File: src/rtl/csr_irq_unit.sv
// Machine-mode CSR file with a CLINT-style timer/software interrupt source,
// ecall/mret trap handling and direct or vectored mtvec dispatch.
module csr_irq_unit #(
  parameter int XLEN        = 64,
  parameter int MTIME_DIV   = 1,
  parameter int ECALL_CAUSE = 11
) (
  input  logic            clk,
  input  logic            rst,
  input  logic [11:0]     csr_addr,
  input  logic [1:0]      csr_op,
  input  logic [XLEN-1:0] csr_wdata,
  output logic [XLEN-1:0] csr_rdata,
  output logic            illegal_csr,
  input  logic            insn_boundary,
  input  logic            ecall,
  input  logic            mret,
  input  logic [XLEN-1:0] epc,
  input  logic            irq_ext,
  input  logic            mmio_we,
  input  logic [4:0]      mmio_addr,
  input  logic [XLEN-1:0] mmio_wdata,
  output logic [XLEN-1:0] mmio_rdata,
  output logic            trap_take,
  output logic [XLEN-1:0] trap_target
);

  localparam logic [11:0] A_MSTATUS  = 12'h300;
  localparam logic [11:0] A_MIE      = 12'h304;
  localparam logic [11:0] A_MTVEC    = 12'h305;
  localparam logic [11:0] A_MSCRATCH = 12'h340;
  localparam logic [11:0] A_MEPC     = 12'h341;
  localparam logic [11:0] A_MCAUSE   = 12'h342;
  localparam logic [11:0] A_MIP      = 12'h344;

  localparam logic [1:0] OP_NONE  = 2'b00;
  localparam logic [1:0] OP_WRITE = 2'b01;
  localparam logic [1:0] OP_SET   = 2'b10;
  localparam logic [1:0] OP_CLEAR = 2'b11;

  localparam logic [XLEN-1:0] IRQ_FLAG   = {1'b1, {(XLEN-1){1'b0}}};
  localparam logic [XLEN-1:0] LOW2_MASK  = ~XLEN'(3);
  localparam logic [31:0]     PRESC_LAST = 32'(MTIME_DIV - 1);

  function automatic logic [XLEN-1:0] csr_apply(input logic [1:0] op,
                                                input logic [XLEN-1:0] old_v,
                                                input logic [XLEN-1:0] wd);
    case (op)
      OP_WRITE: csr_apply = wd;
      OP_SET:   csr_apply = old_v | wd;
      OP_CLEAR: csr_apply = old_v & ~wd;
      default:  csr_apply = old_v;
    endcase
  endfunction

  // Modes 2 and 3 are reserved: keep the current mode, take only the new base.
  function automatic logic [XLEN-1:0] mtvec_merge(input logic [XLEN-1:0] old_v,
                                                  input logic [XLEN-1:0] nv);
    mtvec_merge = {nv[XLEN-1:2], nv[1] ? old_v[1:0] : nv[1:0]};
  endfunction

  logic            st_mie, st_mpie;
  logic            ie_msi, ie_mti, ie_mei;
  logic [XLEN-1:0] mtvec_q, mscratch_q, mepc_q, mcause_q;
  logic            msip_q;
  logic [63:0]     mtime_q, mtimecmp_q;
  logic [31:0]     presc_q;

  logic            mtip;
  logic [XLEN-1:0] mstatus_v, mie_v, mip_v;
  logic            csr_hit;
  logic [XLEN-1:0] csr_new;
  logic            pend_mei, pend_msi, pend_mti, irq_req;
  logic            take_ecall, take_mret, take_irq, csr_we;
  logic [3:0]      irq_cause;
  logic [XLEN-1:0] mtvec_base;
  logic [63:0]     mtime_d, mtimecmp_d;
  logic            msip_d;

  assign mtip = (mtime_q >= mtimecmp_q);

  always_comb begin
    mstatus_v        = '0;
    mstatus_v[12:11] = 2'b11;
    mstatus_v[7]     = st_mpie;
    mstatus_v[3]     = st_mie;
    mie_v            = '0;
    mie_v[11]        = ie_mei;
    mie_v[7]         = ie_mti;
    mie_v[3]         = ie_msi;
    mip_v            = '0;
    mip_v[11]        = irq_ext;
    mip_v[7]         = mtip;
    mip_v[3]         = msip_q;
  end

  always_comb begin
    csr_rdata = '0;
    csr_hit   = 1'b1;
    case (csr_addr)
      A_MSTATUS:  csr_rdata = mstatus_v;
      A_MIE:      csr_rdata = mie_v;
      A_MTVEC:    csr_rdata = mtvec_q;
      A_MSCRATCH: csr_rdata = mscratch_q;
      A_MEPC:     csr_rdata = mepc_q;
      A_MCAUSE:   csr_rdata = mcause_q;
      A_MIP:      csr_rdata = mip_v;
      default:    csr_hit   = 1'b0;
    endcase
  end

  assign illegal_csr = (csr_op != OP_NONE) && !csr_hit;
  assign csr_new     = csr_apply(csr_op, csr_rdata, csr_wdata);

  assign pend_mei   = irq_ext & ie_mei;
  assign pend_msi   = msip_q & ie_msi;
  assign pend_mti   = mtip & ie_mti;
  assign irq_req    = insn_boundary & st_mie & (pend_mei | pend_msi | pend_mti);
  assign irq_cause  = pend_mei ? 4'd11 : (pend_msi ? 4'd3 : 4'd7);
  assign take_ecall = ecall;
  assign take_mret  = !ecall && mret;
  assign take_irq   = !ecall && !mret && irq_req;
  assign csr_we     = (csr_op != OP_NONE) && csr_hit && !ecall && !mret && !irq_req;
  assign mtvec_base = mtvec_q & LOW2_MASK;

  always_comb begin
    trap_take   = 1'b0;
    trap_target = '0;
    if (!rst) begin
      if (take_ecall) begin
        trap_take   = 1'b1;
        trap_target = mtvec_base;
      end else if (take_mret) begin
        trap_take   = 1'b1;
        trap_target = mepc_q;
      end else if (take_irq) begin
        trap_take   = 1'b1;
        trap_target = mtvec_q[0] ? mtvec_base + XLEN'({irq_cause, 2'b00}) : mtvec_base;
      end
    end
  end

  // CLINT side: a software write to mtime replaces that cycle's increment.
  always_comb begin
    mtime_d    = mtime_q + ((presc_q == PRESC_LAST) ? 64'd1 : 64'd0);
    mtimecmp_d = mtimecmp_q;
    msip_d     = msip_q;
    if (mmio_we) begin
      case (mmio_addr)
        5'h00: msip_d = mmio_wdata[0];
        5'h08: begin
          if (XLEN == 64) mtimecmp_d = 64'(mmio_wdata);
          else            mtimecmp_d[31:0] = mmio_wdata[31:0];
        end
        5'h0C: if (XLEN == 32) mtimecmp_d[63:32] = mmio_wdata[31:0];
        5'h10: begin
          if (XLEN == 64) mtime_d = 64'(mmio_wdata);
          else            mtime_d = {mtime_q[63:32], mmio_wdata[31:0]};
        end
        5'h14: if (XLEN == 32) mtime_d = {mmio_wdata[31:0], mtime_q[31:0]};
        default: ;
      endcase
    end
  end

  always_comb begin
    mmio_rdata = '0;
    case (mmio_addr)
      5'h00: mmio_rdata[0] = msip_q;
      5'h08: mmio_rdata = XLEN'(mtimecmp_q);
      5'h0C: if (XLEN == 32) mmio_rdata = XLEN'(mtimecmp_q[63:32]);
      5'h10: mmio_rdata = XLEN'(mtime_q);
      5'h14: if (XLEN == 32) mmio_rdata = XLEN'(mtime_q[63:32]);
      default: ;
    endcase
  end

  always_ff @(posedge clk) begin
    if (rst) begin
      st_mie     <= 1'b0;
      st_mpie    <= 1'b0;
      ie_msi     <= 1'b0;
      ie_mti     <= 1'b0;
      ie_mei     <= 1'b0;
      mtvec_q    <= '0;
      mscratch_q <= '0;
      mepc_q     <= '0;
      mcause_q   <= '0;
      msip_q     <= 1'b0;
      mtime_q    <= '0;
      mtimecmp_q <= '1;
      presc_q    <= '0;
    end else begin
      if (take_ecall || take_irq) begin
        mepc_q   <= epc & LOW2_MASK;
        st_mpie  <= st_mie;
        st_mie   <= 1'b0;
        mcause_q <= take_ecall ? XLEN'(ECALL_CAUSE) : (IRQ_FLAG | XLEN'(irq_cause));
      end else if (take_mret) begin
        st_mie  <= st_mpie;
        st_mpie <= 1'b1;
      end else if (csr_we) begin
        case (csr_addr)
          A_MSTATUS: begin
            st_mie  <= csr_new[3];
            st_mpie <= csr_new[7];
          end
          A_MIE: begin
            ie_msi <= csr_new[3];
            ie_mti <= csr_new[7];
            ie_mei <= csr_new[11];
          end
          A_MTVEC:    mtvec_q    <= mtvec_merge(mtvec_q, csr_new);
          A_MSCRATCH: mscratch_q <= csr_new;
          A_MEPC:     mepc_q     <= csr_new & LOW2_MASK;
          A_MCAUSE:   mcause_q   <= csr_new;
          default: ;
        endcase
      end
      presc_q    <= (presc_q == PRESC_LAST) ? 32'd0 : presc_q + 32'd1;
      mtime_q    <= mtime_d;
      mtimecmp_q <= mtimecmp_d;
      msip_q     <= msip_d;
    end
  end

endmodule

File: config.mk
export PLATFORM = sky130hd
export DESIGN_NAME = csr_irq_unit
export DESIGN_NICKNAME = d
export VERILOG_FILES = /design/src/rtl/csr_irq_unit.sv
export SDC_FILE = /design/constraint.sdc
export NUM_CORES = 1
export LEC_CHECK = 0
export CORE_ASPECT_RATIO = 0.7
export CORE_MARGIN = 2
export CORE_UTILIZATION = 42
export CTS_BUF_LIST = sky130_fd_sc_hd__clkbuf_8
export DETAILED_ROUTE_END_ITERATION = 7
export PLACE_DENSITY_LB_ADDON = 0.25
export SLEW_MARGIN = 20
export SYNTH_ARGS = -nofsm -noshare
export SYNTH_HDL_FRONTEND = slang
export SYNTH_SLANG_ARGS = --single-unit
File: constraint.sdc
create_clock -name clk -period 4.8 [get_ports clk]
set_input_delay 0.96 -clock clk [delete_from_list [all_inputs] [get_ports clk]]
set_output_delay 0.96 -clock clk [all_outputs]
set_load 0.01 [all_outputs]
==> run metrics, run 1 <==
RR Endpoint mtime_q[62]; largest net degree at the start of global routing 117; core area 58420 um2; crit path max fanout 7; EDFF count, synth 0; gr usage total 31.09%; Remaining DRCs 0; CTS tree yes; DRT iter0 DRCs 2691; FFs w/ async S/R, synth 0%; Initial Util 42.53%; Worst EP arrival 4.13 ns; WL final 99270 um; R2R setup slack 0.49 ns; Antenna Nets Post-Route 0; RR Startpoint presc_q[0]; Die H 207.5 um; IO Pins 412; Slew @ Worst Pin 1.122 ns; CTS Buffer Depth 3; total number of vias 27230; buffers and inverters on the worst path 7; CP max stage delay 0.37 ns; Port Buf Inserts 407; slew margin rel. 24.41%; VDD IR max 0.1594 mV; Tmin final 5.089 ns; leak pwr 14.61 nW; vias per cell 5.804; reg2reg path depth 15; Synth cell types 74; worst min path class reg2reg; total of max-cap violations 0; crit-path leading delay family compound AO/OA/AOI/OAI gates; Seq cells post-synth 419; crit path from mtimecmp_q[62]; Setup CP Type reg2out; slack of the critical path -0.2885 ns; Slew Viols, Final 0; area delta synth->final 40.01%; Setup Viol. Count Final 62; HPWL after DPL 65160 um; post-route cell area 34790 um2; Clock Sinks 419; cell count along the critical path 17; routability cong. 0.9122; failing checks negative setup slack; crit path cell chain inv_2 -> ha_4 -> nand4_1 -> nor4_4 -> nand4_1 -> buf_6 -> a311oi_4 -> buf_6 -> o31ai_4 -> a21o_4 -> buf_12 -> buf_12 -> buf_6 -> a21oi_2 -> o21ai_1 -> a31oi_1 -> buf_2; Total Nets Final 4122; Synth Cell Area 24850 um2; vias in the first global route 25210; Final Cycle Share 106.0%; crit-path most repeated cell buf_6; Power Density 229.2 nW/um2; full die area 61150 um2; antenna violations before repair 14; Critical Path Sink Type output port; share of layout cells above drive strength 1 19.99%; Hold Vio Cnt, Final 0; Syn Inst Count 3266; Pre-antenna DRT Iters 7; Die X 294.7 um; Overflow after GRT 0; CTS Buf Count 71; Critical Path Sink trap_target[53]; clk_lat worst skew 0.67 ns; Post-synth top flop dfxtp_1; status finished, violations left; FMAX 0.1965 GHz; # H-tree levels 3; routed len/inst 21.16 um; startpoint types register; clock root cell clkbuf_8; Slowest-stage cell, CP nor4_4; Avg Cell Area, Syn 7.607 um2; Post-DP Area 31380 um2; placement row count 74; Critical Path RT 3.84 ns; Setup Skew 0.02659 ns; synth warn 0; Design Power 7.973 mW; fin util 59.54%; RSZ-0062 raised after global routing yes; clock-pin slew on the worst setup and hold paths 0.07 ns; sequential element share of the synthesized area 33.76%; global-route wire length before repair 149700 um
==> tightest hold or removal path, delay by kind of cell (launching register included) <==
| kind | cells | cell delay, ns |
|---|---|---|
| compound gates | 1 | 0.05 |
| flops | 1 | 0.31 |
| simple gates | 1 | 0.05 |
==> placed cells by master, fill, tap and decap left out, types with 33 or more instances in the layout <==
cell type,count
nand2b_1,104
a22o_1,120
nand3_1,82
a21oi_2,33
nand2_1,506
a211oi_1,183
ha_1,45
clkdlybuf4s50_1,274
nand4_1,51
a21oi_1,108
a311oi_1,67
dlymetal6s2s_1,53
o21ai_0,38
buf_2,53
xnor2_1,94
a22oi_1,42
inv_1,126
buf_12,37
clkbuf_8,84
xor2_1,54
buf_4,283
o211ai_1,69
dfxtp_1,393
a221oi_1,34
nor2_1,385
==> sequential cells by signal, summed over array words and instances, names as in the netlist <==
| signal | count |
|---|---|
| mepc_q | 62 |
| mcause_q | 64 |
| mtimecmp_q | 64 |
| mscratch_q | 64 |
| mtvec_q | 63 |
| ie_msi | 1 |
| st_mpie | 1 |
| presc_q | 32 |
| mtime_q | 64 |
| ie_mei | 1 |
| st_mie | 1 |
| ie_mti | 1 |
| msip_q | 1 |
==> layout make-up <==
type	count	area, um2
clock buffers	84	1156
multi-input cells	2461	16120
repair buffers	755	7326
diodes	12	30.03
flip-flops and latches	419	8421
fillers	5266	23640
well taps	798	998.5
clock inverters	38	267.8
inverters	125	469.2
==> per-layer routing <==
metal / wire, um / global-route usage [%] / share of wire [%] / vias to the layer above
met5: 34 / 0 / 0.034 / -
met4: 3588 / 12.65 / 3.6 / 6
met3: 10260 / 7.944 / 10 / 209
met2: 40770 / 43.25 / 41 / 1365
met1: 44620 / 45.14 / 45 / 12820
li1: - / - / - / 12830
==> timing repair <==
| item | CTS | global route |
|---|---|---|
| hold buffers | 0 | 0 |
| buffers inserted | 33 | 26 |
| gates cloned | 10 | 1 |
| setup endpoints to repair | 123 | 116 |
| pin swaps | 114 | 63 |
| gates resized for setup | 505 | 155 |
==> how the worst min path moves through the flow <==
stage                  from      endpoint  cells after the start
2_1_floorplan  mcause_q[13]  mcause_q[13]                      2
3_3_place_gp   mcause_q[10]  mcause_q[10]                      2
3_5_place_dp   mcause_q[46]  mcause_q[46]                      2
4_1_cts        mcause_q[54]  mcause_q[54]                      2
5_1_grt        mcause_q[24]  mcause_q[24]                      2
6_report       mcause_q[54]  mcause_q[54]                      2
==> cell usage after synthesis, types with 15 or more instances <==
master | number | share of area [%]
buf_1 | 21 | 0.32
ha_1 | 71 | 3.6
or3_1 | 24 | 0.60
nor3_1 | 34 | 0.68
xor2_1 | 54 | 1.9
a21o_1 | 25 | 0.76
clkbuf_1 | 173 | 2.6
nand4_1 | 51 | 1.3
buf_2 | 53 | 1.1
a22oi_1 | 50 | 1.5
a21oi_1 | 144 | 2.9
xnor2_1 | 94 | 3.3
nand2b_1 | 104 | 2.6
and3_1 | 32 | 0.81
nand3_1 | 87 | 1.8
nor4_1 | 18 | 0.45
and2_1 | 26 | 0.65
o21ai_0 | 63 | 1.3
a2bb2oi_1 | 15 | 0.53
nor2_1 | 401 | 6.1
dfxtp_1 | 419 | 34
a221oi_1 | 45 | 1.6
o211ai_1 | 69 | 2.1
nand4b_1 | 23 | 0.81
nand2_1 | 512 | 7.7
a311oi_1 | 68 | 2.4
a211oi_1 | 186 | 5.6
a22o_1 | 121 | 4.3
inv_1 | 125 | 1.9
==> cell families after synthesis <==
logic type,Yosys count,share of synthesized area (%)
other,1,0.01509
AOI/OAI and AO/OA,849,24.79
DFF,419,33.76
adders and majority gates,71,3.576
xor gates and xnor gates,148,5.217
buffers and inverters,387,6.355
muxes,12,0.5036
and+or+nand+nor,1379,25.78
==> where the power goes <==
group,switching [mW],total (mW),internal (mW)
sequential,0.0648,3.61,3.55
combinational,0.528,0.975,0.447
clock,1.62,3.38,1.76
==> metrics by stage <==
step / cells / hold slack [ns] / worst slack (ns) / setup TNS (ns)
finish: 4692 / 0.4503 / -0.2885 / -10.33
global route: 4690 / 0.4700 / -0.3763 / -16.07
CTS: 4657 / 0.4511 / -0.2366 / -6.623
detailed placement: 4493 / 0.4443 / -1.034 / -32.79
global placement: 4493 / 0.4382 / -0.9399 / -31.30
floorplan: 3267 / 0.4316 / 0.05078 / 0
Power figures use the tool's default switching activity.
==> run 2: changes to the inputs <==
--- a/config.mk
+++ b/config.mk
@@ -5,12 +5,13 @@
 export SDC_FILE = /design/constraint.sdc
 export NUM_CORES = 1
 export LEC_CHECK = 0
+export ABC_AREA = 1
 export CORE_ASPECT_RATIO = 0.7
 export CORE_MARGIN = 2
 export CORE_UTILIZATION = 42
 export CTS_BUF_LIST = sky130_fd_sc_hd__clkbuf_8
 export DETAILED_ROUTE_END_ITERATION = 7
-export PLACE_DENSITY_LB_ADDON = 0.25
+export PLACE_DENSITY = 0.67
 export SLEW_MARGIN = 20
 export SYNTH_ARGS = -nofsm -noshare
 export SYNTH_HDL_FRONTEND = slang
==> run 2 against run 1 <==
Effect of this change:
- the run now ends clean
- sequential share of layout area rose by 0.11 points
- cell area fell by 0.82%
- combinational power barely moved
- global-route usage grew 1.5 points
- power rose by 1.5%
- highest routed layer unchanged
==> run metrics, run 2 <==
clock root cell clkbuf_8 (unchanged); synth top area cells dfxtp_1, nand2_1, nor2_1, inv_1, o21ai_0 (was dfxtp_1, nand2_1, nor2_1, a211oi_1, a22o_1); post-synthesis mux area share 0% (was 0.5036%); Antenna Nets Post-Route 0 (unchanged); Setup Skew 0.03103 ns (was 0.02659 ns); Worst Hold Endpoint presc_q[0] (was mcause_q[54]); Post-synth top flop dfxtp_1 (unchanged); Setup CP Type in2out (was reg2out); commonest non-fill, non-tap cell in the layout nand2_1 (unchanged); area delta synth->final 26.35% (was 40.01%); Synth Area in Compound Gates 15.35% (was 24.79%); Tmin final 4.695 ns (was 5.089 ns); crit path cell chain clkdlybuf4s50_1 -> or2_1 -> inv_1 -> buf_4 -> nand3_2 -> buf_12 -> buf_12 -> o221ai_1 -> clkdlybuf4s50_1 (was inv_2 -> ha_4 -> nand4_1 -> nor4_4 -> nand4_1 -> buf_6 -> a311oi_4 -> buf_6 -> o31ai_4 -> a21o_4 -> buf_12 -> buf_12 -> buf_6 -> a21oi_2 -> o21ai_1 -> a31oi_1 -> buf_2); adder-cell share of the synthesized area 3.253% (was 3.576%); crit path max fanout 28 (was 7); R2R setup slack 0.41 ns (was 0.49 ns); Final Cycle Share 97.80% (was 106.0%); slew margin rel. 28.77% (was 24.41%); IO Pins 412 (unchanged); RR Endpoint mtime_q[60] (was mtime_q[62]); Initial Util 42.33% (was 42.53%); gr usage total 32.58% (was 31.09%); CP max stage delay 0.63 ns (was 0.37 ns); Overflow after GRT 0 (unchanged); Die X 308.8 um (was 294.7 um); hold path depth 1 (was 2); biggest area consumer among synthesized cells dfxtp_1 (unchanged); Setup Viol. Count Final 0 (was 62); Power Density 234.6 nW/um2 (was 229.2 nW/um2); FFs w/ async S/R, synth 0% (unchanged); Post-DP Area 32620 um2 (was 31380 um2); Clock Sinks 419 (unchanged); Avg Cell Area, Syn 6.080 um2 (was 7.607 um2); post-route cell area 34500 um2 (was 34790 um2); DRT iter0 DRCs 3800 (was 2691); crit-path leading delay family buffers and inverters (was compound AO/OA/AOI/OAI gates); Synth Cell Area 27310 um2 (was 24850 um2); routability cong. 0.9849 (was 0.9122); Port Buf Inserts 407 (unchanged); most frequent cells in the layout nand2_1, nor2_1, inv_1, dfxtp_1, clkdlybuf4s50_1 (was nand2_1, dfxtp_1, nor2_1, buf_4, clkdlybuf4s50_1); Critical Path Sink Type output port (unchanged); global-route wire length before repair 169900 um (was 149700 um); reg2reg path depth 17 (was 15); buffers and inverters on the worst path 6 (was 7); status completed (was finished, violations left); vias per cell 5.387 (was 5.804); VDD IR max 0.2463 mV (was 0.1594 mV); Synth cell types 56 (was 74); WL final 112600 um (was 99270 um); Finished Layout Cells 5806 (was 4692); total number of vias 31280 (was 27230); hold_buf cts 0 (unchanged); Yosys top cell area share 30.72% (was 33.76%); sequential element share of the synthesized area 30.72% (was 33.76%); Hold Vio Cnt, Final 0 (unchanged); Hold Path Origin presc_q[0] (was mcause_q[54]); XOR/XNOR Fraction of Synth Area 3.656% (was 5.217%); placement row count 78 (was 74); Design Power 8.094 mW (was 7.973 mW); crit path from csr_addr[2] (was mtimecmp_q[62]); EDFF count, synth 0 (unchanged); share of layout cells above drive strength 1 7.742% (was 19.99%); main combinational cell family by area after synthesis simple AND/OR/NAND/NOR gates (unchanged); worst hold margin 0.4657 ns (was 0.4503 ns); # H-tree levels 3 (unchanged); startpoint types primary input (was register); multi-input logic area 15840 um2 (was 16120 um2); Syn Inst Count 4491 (was 3266); Remaining DRCs 0 (unchanged); CTS Buffer Depth 3 (unchanged); Slew Viols, Final 0 (unchanged); fillcell total 6517 (was 5266); synth warn 0 (unchanged); routed len/inst 19.40 um (was 21.16 um); leak pwr 16.18 nW (was 14.61 nW); CTS tree yes (unchanged); Slowest-stage cell, CP clkdlybuf4s50_1 (was nor4_4); antenna violations before repair 9 (was 14); # placed instances 5658 (was 4493); total of max-cap violations 0 (unchanged); Total Nets Final 5158 (was 4122); Seq cells post-synth 419 (unchanged); HPWL after DPL 80040 um (was 65160 um); Storage cell area 8388 um2 (was 8421 um2); count leader, synth nand2_1 (unchanged); Worst EP arrival 3.73 ns (was 4.13 ns); full die area 67110 um2 (was 61150 um2); Critical Path RT 3.84 ns (about the same); fin util 53.48% (was 59.54%); FMAX 0.2130 GHz (was 0.1965 GHz); Synth Area in Simple Gates 34.53% (was 25.78%); Slew @ Worst Pin 1.068 ns (was 1.122 ns); RR Startpoint presc_q[17] (was presc_q[0]); largest net degree at the start of global routing 128 (was 117); worst min path class reg2reg (unchanged); Die H 217.3 um (was 207.5 um); Pre-antenna DRT Iters 7 (unchanged); Commonest cells post-synth nand2_1, nor2_1, inv_1 (was nand2_1, dfxtp_1, nor2_1); vias in the first global route 28050 (was 25210); clk_lat worst skew 0.70 ns (was 0.67 ns); core area 64510 um2 (was 58420 um2); RSZ-0062 raised after global routing yes (unchanged); clock-pin slew on the worst setup and hold paths 0.06 ns (was 0.07 ns); CTS Buf Count 71 (unchanged)
==> run 2: timing repair <==
item	4_1_cts	5_1_grt
cloned	1	0
pin swaps	16	11
setup endpoints to repair	63	41
gates resized for setup	114	41
setup buffers	15	2
==> run 2: metal layers <==
| metal | global-route usage [%] | up-vias | routed length (um) |
|---|---|---|---|
| met5 | 0 | - | 24 |
| met4 | 9.545 | 4 | 3112 |
| met3 | 8.199 | 195 | 12890 |
| met2 | 44.28 | 1586 | 44260 |
| met1 | 49.52 | 14360 | 52340 |
| li1 | - | 15130 | - |
==> run 2: cell type report <==
cell class / instances / share of cell area [%]
diodes: 5 / 0.03626
clock buffers: 87 / 3.471
clock inverters: 38 / 0.8413
inverters: 611 / 6.705
multi-input cells: 3207 / 45.92
flip-flops and latches: 419 / 24.31
well taps: 880 / 3.191
repair buffers: 559 / 15.52
==> run 2: worst max path at each step <==
stage | endpoint | depth (start not counted) | slack [ns]
floorplan | trap_target[56] | 17 | 0.64
CTS | trap_target[4] | 18 | 0.01
detailed placement | trap_target[52] | 18 | -0.57
global placement | trap_target[56] | 19 | -0.50
global route | trap_target[41] | 19 | -0.004
finish | csr_rdata[55] | 9 | 0.11
==> run 2: where the power goes <==
part	total [mW]	leakage (nW)	switching, mW	internal (mW)
registers	3.62	3.40	0.0568	3.56
clock network	3.50	0.843	1.64	1.86
logic	0.975	11.9	0.593	0.382
total	8.09	16.2	2.29	5.81
==> run 2: logic make-up (layout without fill, tap and decap cells) <==
group / count (synthesis) / count (layout)
and+or+nand+nor: 2279 / 2279
buffers and inverters: 866 / 1295
AOI/OAI and AO/OA: 741 / 741
DFF: 419 / 419
adders and majority gates: 71 / 71
xor gates and xnor gates: 114 / 114
other: 1 / 7
==> run 2: metrics by stage <==
step	setup TNS, ns	setup WS, ns
after floorplan	0	0.6416
after global placement	-12.73	-0.5036
after detailed placement	-15.84	-0.5715
after CTS	0	0.01379
after global routing	-0.008741	-0.004285
final	0	0.1055
